### config.mk
export PLATFORM = sky130hd
export DESIGN_NAME = operand_fetch
export DESIGN_NICKNAME = d
export VERILOG_FILES = /design/src/rtl/operand_fetch.sv
export SDC_FILE = /design/constraint.sdc
export NUM_CORES = 2
export LEC_CHECK = 0
export CAP_MARGIN = 10
export CELL_PAD_IN_SITES_DETAIL_PLACEMENT = 1
export CELL_PAD_IN_SITES_GLOBAL_PLACEMENT = 1
export CORE_MARGIN = 3
export CORE_UTILIZATION = 42
export CTS_BUF_LIST = sky130_fd_sc_hd__clkbuf_4 sky130_fd_sc_hd__clkbuf_8 sky130_fd_sc_hd__clkbuf_16
export DETAILED_ROUTE_END_ITERATION = 10
export PLACE_DENSITY = 0.72
export SLEW_MARGIN = 20
export SYNTH_ARGS = -nofsm -noshare
export SYNTH_HDL_FRONTEND = slang
export SYNTH_SLANG_ARGS = --single-unit
export TNS_END_PERCENT = 100
### constraint.sdc
create_clock -name clk -period 4.35 [get_ports clk]
set_clock_uncertainty 0.1 [all_clocks]
set_input_delay 0.87 -clock clk [delete_from_list [all_inputs] [get_ports clk]]
set_output_delay 0.87 -clock clk [all_outputs]
set_load 0.02 [all_outputs]
### src/rtl/operand_fetch.sv
// Operand-fetch stage: 32-entry register file, operand/immediate muxing and a
// registered valid/ready slot toward the ALU. Optional macro OPF_WB_BYPASS_EN.
module operand_fetch #(
  parameter int DATA_W = 32,
  parameter int REG_AW = 5,
  parameter int IMM_W  = 16
) (
  input  logic              clk,
  input  logic              rst,
  input  logic              in_valid,
  output logic              in_ready,
  input  logic [REG_AW-1:0] rs_addr,
  input  logic [REG_AW-1:0] rt_addr,
  input  logic [IMM_W-1:0]  imm,
  input  logic              use_imm,
  input  logic              sign_ext,
  input  logic [3:0]        alu_sel,
  input  logic              flush,
  input  logic              wb_en,
  input  logic [REG_AW-1:0] wb_addr,
  input  logic [DATA_W-1:0] wb_data,
  output logic              out_valid,
  input  logic              out_ready,
  output logic [DATA_W-1:0] first,
  output logic [DATA_W-1:0] second,
  output logic [3:0]        select
);

  localparam int NREG = 1 << REG_AW;

  logic [DATA_W-1:0] rf_q [NREG];
  logic [DATA_W-1:0] rf_d [NREG];

  logic              valid_q,  valid_d;
  logic [DATA_W-1:0] first_q,  first_d;
  logic [DATA_W-1:0] second_q, second_d;
  logic [3:0]        select_q, select_d;
  logic [REG_AW-1:0] rs_q,     rs_d;
  logic [REG_AW-1:0] rt_q,     rt_d;
  logic              use_imm_q, use_imm_d;

  logic [DATA_W-1:0] rs_val_s, rt_val_s, imm_ext_s;
  logic              load_s, wb_live_s;

  function automatic logic [DATA_W-1:0] ext_imm(input logic [IMM_W-1:0] v,
                                                input logic sx);
    ext_imm = {{(DATA_W-IMM_W){sx & v[IMM_W-1]}}, v};
  endfunction

  assign wb_live_s = wb_en && (wb_addr != {REG_AW{1'b0}});
  assign in_ready  = !valid_q || out_ready;
  assign load_s    = in_valid && in_ready && !flush;
  assign imm_ext_s = ext_imm(imm, sign_ext);

  // Register file next state; entry 0 is never written so it always reads 0
  always_comb begin
    for (int i = 0; i < NREG; i++) begin
      rf_d[i] = (wb_live_s && (wb_addr == REG_AW'(i))) ? wb_data : rf_q[i];
    end
  end

  // Source operand read, optionally forwarding the coincident write-back
  always_comb begin
`ifdef OPF_WB_BYPASS_EN
    if (wb_live_s && (wb_addr == rs_addr)) rs_val_s = wb_data;
    else                                   rs_val_s = rf_q[rs_addr];
    if (wb_live_s && (wb_addr == rt_addr)) rt_val_s = wb_data;
    else                                   rt_val_s = rf_q[rt_addr];
`else
    rs_val_s = rf_q[rs_addr];
    rt_val_s = rf_q[rt_addr];
`endif
  end

  // Slot next state: flush beats load; a held slot tracks writes to its sources
  always_comb begin
    valid_d   = valid_q;
    first_d   = first_q;
    second_d  = second_q;
    select_d  = select_q;
    rs_d      = rs_q;
    rt_d      = rt_q;
    use_imm_d = use_imm_q;
    if (flush) begin
      valid_d = 1'b0;
    end else if (load_s) begin
      valid_d   = 1'b1;
      first_d   = rs_val_s;
      second_d  = use_imm ? imm_ext_s : rt_val_s;
      select_d  = alu_sel;
      rs_d      = rs_addr;
      rt_d      = rt_addr;
      use_imm_d = use_imm;
    end else if (out_ready) begin
      valid_d = 1'b0;
    end else if (valid_q) begin
      if (wb_live_s && (wb_addr == rs_q)) first_d = wb_data;
      else                                first_d = first_q;
      if (wb_live_s && (wb_addr == rt_q) && !use_imm_q) second_d = wb_data;
      else                                              second_d = second_q;
    end else begin
      valid_d = 1'b0;
    end
  end

  // State registers with synchronous reset
  always_ff @(posedge clk) begin
    if (rst) begin
      for (int i = 0; i < NREG; i++) rf_q[i] <= {DATA_W{1'b0}};
      valid_q   <= 1'b0;
      first_q   <= {DATA_W{1'b0}};
      second_q  <= {DATA_W{1'b0}};
      select_q  <= 4'd0;
      rs_q      <= {REG_AW{1'b0}};
      rt_q      <= {REG_AW{1'b0}};
      use_imm_q <= 1'b0;
    end else begin
      rf_q      <= rf_d;
      valid_q   <= valid_d;
      first_q   <= first_d;
      second_q  <= second_d;
      select_q  <= select_d;
      rs_q      <= rs_d;
      rt_q      <= rt_d;
      use_imm_q <= use_imm_d;
    end
  end

  assign out_valid = valid_q;
  assign first     = first_q;
  assign second    = second_q;
  assign select    = select_q;

endmodule

### Yosys cells after proc, flatten, opt, wreduce, memory -nomap -nowiden

Index checks and enable logic that the tools add are counted.

| storage, ports and cells | value |
|---|---|
| flip-flop bits (word level) | 1,104 |
| latch bits | 0 |
| memory bits (writable) | 0 |
| bits in read-only memories | 0 |
| bits of input ports | 75 |
| output and inout port bits | 70 |
| memories kept | 0 |

| operators by class | value |
|---|---|
| $add $sub $neg | 0 |
| multipliers | 0 |
| divide/modulo/power cells | 0 |
| $lt $le $gt $ge | 2 |
| equality and inequality tests | 34 |
| shift-type cells | 0 |
| mux-type cells | 18 |
| bitwise operators | 4 |
| reductions and logical operators | 51 |

Operator list:

| cell | count |
|---|---|
| two-way mux 32 bit | 13 |
| binary-select mux 32 bit (select 5 bit) | 2 |
| == test 5 bit, second input constant | 16 |
| == test 5 x 4 -> 1 bit, second input constant | 8 |
| logical AND 1 bit | 38 |
| == test 5 x 3 -> 1 bit, second input constant | 4 |
| >= comparator 6 bit, second input constant | 2 |
| NOT 5 -> 6 bit | 2 |
| == test 5 x 2 -> 1 bit, second input constant | 2 |
| == test 5 bit | 2 |
| AND reduction 4 bit | 2 |
| nonzero test 2 bit | 3 |
| == test 5 x 1 -> 1 bit, second input constant | 1 |
| logical NOT 5 bit | 1 |
| nonzero test 5 bit | 1 |
| logical NOT 1 bit | 3 |
| two-way mux 1 bit | 3 |
| inequality test 2 x 1 -> 1 bit, second input constant | 1 |
| AND reduction 2 bit | 1 |
| OR reduction 2 bit | 1 |
| bitwise AND 1 bit | 1 |
| logical OR 1 bit | 1 |
| NOT 1 bit | 1 |

### Longest topological paths before layout

| depth | value |
|---|---|
| word-level depth | 8 |
| mapped depth | 10 |
| depth with buffers taken out | 6 |

### Worst setup path before layout

Ideal clock, no wire load.

| timing | value |
|---|---|
| path type | input to register |
| start point | in rs_addr[0] |
| end point | reg first_q[10], in the netlist first[10] |
| setup time | 0.134 ns |
| arrival time | 2.550 ns |
| data required time | 4.116 ns |
| setup slack | 1.566 ns |
| stages | 8 |
| path buffers | 3 |
| cell sequence | buf_2 -> buf_6 -> buf_2 -> mux4_2 -> mux2i_1 -> nor2_1 -> a2111oi_0 -> a211oi_1 |

| between the ends | value |
|---|---|
| cells in the longest elaborated chain, start to end | 5 |

Ends and longest elaborated chain:

| item | line | text |
|---|---|---|
| start: declaration | 12 | `input logic [REG_AW-1:0] rs_addr,` |
| NOT 5 -> 6 bit (not written as such) | 70 | `rs_val_s = rf_q[rs_addr];` |
| binary-select mux 32 bit (select 5 bit) | 70 |  |
| two-way mux 32 bit (not written as such) (2 in series) | 70 |  |
| two-way mux 32 bit | 86 | `end else if (load_s) begin` |
| end signal: assignment | 111 | `first_q <= {DATA_W{1'b0}};` |
| end signal: assignment | 120 | `first_q <= first_d;` |
| end: declaration | 35 | `logic [DATA_W-1:0] first_q, first_d;` |

No other way between the ends. The select of a mux whose other input is x is not followed.
A chain may end at the register's enable or synchronous reset.

### Final worst setup path

| timing | value |
|---|---|
| start point | in out_ready |
| end point | out in_ready |

| between the ends | value |
|---|---|
| cells in the longest elaborated chain, start to end | 1 |

Ends and longest elaborated chain:

| item | line | text |
|---|---|---|
| start: declaration | 23 | `input logic out_ready,` |
| logical OR 1 bit | 51 | `assign in_ready = !valid_q \|\| out_ready;` |
| end: declaration | 11 | `output logic in_ready,` |

No other way between the ends.

==> results.py <==
metrics = {
    "outcome": {
        "status": "finished clean",
    },
    "cts": {
        "cts_resized": 0,
        "cts_buffers": 121,
        "cts_sinks": 1104,
        "ctsLongestPathBuffers": 3,
        "cts_root_buffer": "clkbuf_16",
        "insertion_delay_ns": 0.76,
        "cts.hold.buffers_added": 0,
        "clk_transition_reported_paths_ns": 0.06,
        "cts_max_level": 3,
        "cts_setup_buffers": 0,
        "cts_tree": "built",
    },
    "routing": {
        "drc": 0,
        "avgRoutedWirePerCell_um": 31.8,
        "drtIter0Drc": 6273,
        "avgViaCountPerCell": 6.59,
        "dr_total_vias": 52000,
        "drt-pass1-iter-count": 6,
        "postRouteAntennaNets": 0,
        "wl_mm": 251,
    },
    "global_routing": {
        "grt_pass1_wl_mm": 361,
        "antenna_found_initial": 13,
        "grt.overflow.total": 0,
        "grtUsageTotal_pct": 36.1,
        "first_global_vias": 52300,
        "grt_start_max_net_pins": 115,
    },
    "timing": {
        "worst_pin_slew_ns": 1.19,
        "whs_ns": 0.354,
        "tns_ns": 0,
        "slew_violations": 0,
        "rsz0062_at_grt": "false",
        "post-route-min-period_ns": 3.53,
        "setup_violations": 0,
        "period_share_pct": 81.1,
        "fmaxAchievable_mhz": 284,
        "hold_violations": 0,
        "relSlewSlack_pct": 20.6,
        "worst_slack_ns": 0.823,
    },
    "synth": {
        "yosysWarnings": 0,
        "synth_top_family_by_area": "multiplexers",
        "synth_xor_area_share_pct": 0.160,
        "synth-seq-cells": 1104,
        "synth_mux_area_share_pct": 24.4,
        "synth_edf_count": 0,
        "syn_area_um2": 54800,
        "ys_types": 48,
        "yosys.area_share.simple_pct": 16.9,
        "avgSynthCellArea_um2": 8.92,
        "syn_nets": 6215,
        "syn-instance-count": 6140,
        "synth-compound-area-share_pct": 13.1,
        "synth_flop_cell": "dfxtp_1",
        "async_flop_share_pct": 0,
        "synthAdderAreaFrac_pct": 0,
        "synth_seq_area_share_pct": 40.3,
    },
    "floorplan": {
        "fp.dieW_um": 367,
        "fp.dieH_um": 367,
        "initial_core_util_pct": 42.6,
        "core_area_um2": 129000,
        "die-area_um2": 135000,
        "ios": 145,
        "row_count": 131,
    },
    "critical_path": {
        "reg2reg_slack_ns": 1.28,
        "endpoint_kind": "output pin",
        "cp.arrival_ns": 2.56,
        "critPathLaunchType": "primary input",
        "worstPathMaxFanout": 7,
        "critPathKind": "in -> out",
        "cp.required_ns": 3.38,
        "r2r_cells": 8,
    },
    "placed_design": {
        "gp_congestion": 0.937,
        "port_buffers": 144,
        "dpl.hpwl_mm": 160,
        "placed_area_um2": 59100,
        "dp_slack_ns": 0.357,
    },
    "final_layout": {
        "nets": 6133,
        "mostFrequentLayoutCell": "nand2_1",
        "area_growth_pct": 15.9,
        "final_cell_area_um2": 63500,
        "layout_common_cells": "2097 x nand2_1, 1104 x dfxtp_1, 1071 x a21oi_1",
        "layout-drive-gt1-share_pct": 18.6,
    },
    "power": {
        "ir_drop_v": 0.000341,
        "p_total_mw": 23.9,
        "p_leak_nw": 20.7,
        "power.density_nw_per_um2": 377,
    },
    "worst_hold_path": {
        "min_path_cells": 2,
        "worstHoldPathType": "reg -> reg",
    },
    "flow_run": {
        "cap_violations": 0,
    },
}
## sequential cells by signal, summed over array words and instances (netlist names)
| name | flops |
|---|---|
| first | 32 |
| out_valid | 1 |
| rf_q | 1024 |
| rs_q | 5 |
| rt_q | 5 |
| second | 32 |
| select | 4 |
| use_imm_q | 1 |
## per-stage QoR
| step | utilization (%) | instances |
|---|---|---|
| 6_report | 49.4 | 7899 |
| 5_1_grt | 49.4 | 7896 |
| 4_1_cts | 49.4 | 7894 |
| 3_3_place_gp | 46.0 | 7664 |
| 2_1_floorplan | - | 6140 |
| 3_5_place_dp | 46.0 | 7664 |
## critical path, cell delays in order
cell             delay, ns
clkdlybuf4s50_1       0.40
nor2b_1               0.36
inv_1                 0.08
buf_4                 0.20
clkdlybuf4s50_1       0.63
## cell families (layout without fill, tap and decap cells)
logic type / count (synthesis) / in the layout
muxes: 694 / 694
DFF: 1104 / 1104
and+or+nand+nor: 2370 / 2370
AOI/OAI and AO/OA: 1300 / 1300
xor gates and xnor gates: 10 / 10
other: 0 / 5
buffers and inverters: 662 / 687
## where the power goes
part / switching, mW / internal, mW / leakage [nW]
Sequential: 0.134 / 10.2 / 8.91
Clock: 4.66 / 6.70 / 2.18
Combinational: 1.47 / 0.749 / 9.58
Total: 6.26 / 17.7 / 20.7
## cell usage after synthesis, types with 41 or more instances
master    count  area (um2)
nand2_1    2129        7990
a21oi_1    1071        5360
nor2b_1      41         257
a22oi_1      46         345
mux4_2      513       11600
o22ai_1      46         288
clkbuf_1    490        1840
dfxtp_1    1104       22100
buf_2        99         495
nor2_1      107         402
mux2i_1     179        1790
## worst paths after layout
check	start	to
hold / removal	select[2]	select[2]
setup / recovery	out_ready	in_ready
hold reg to reg	select[2]	select[2]
setup reg to reg	out_valid	first[12]
## metal layers
layer / wire length [um] / track usage, %
met3: 27600 / 8.63
met4: 16600 / 20.9
met2: 111000 / 55.2
met1: 96000 / 46.8
met5: 23 / 0
## cell type report
cell class / instances / area, um2
inverters: 10 / 37.5
clock inverters: 54 / 726
flip-flops and latches: 1104 / 22100
repair buffers: 447 / 4490
fillers: 14600 / 65000
clock buffers: 176 / 3640
well taps: 1729 / 2160
multi-input cells: 4374 / 30300
diodes: 5 / 12.5
Note: power is estimated with default switching activity, not from simulation.
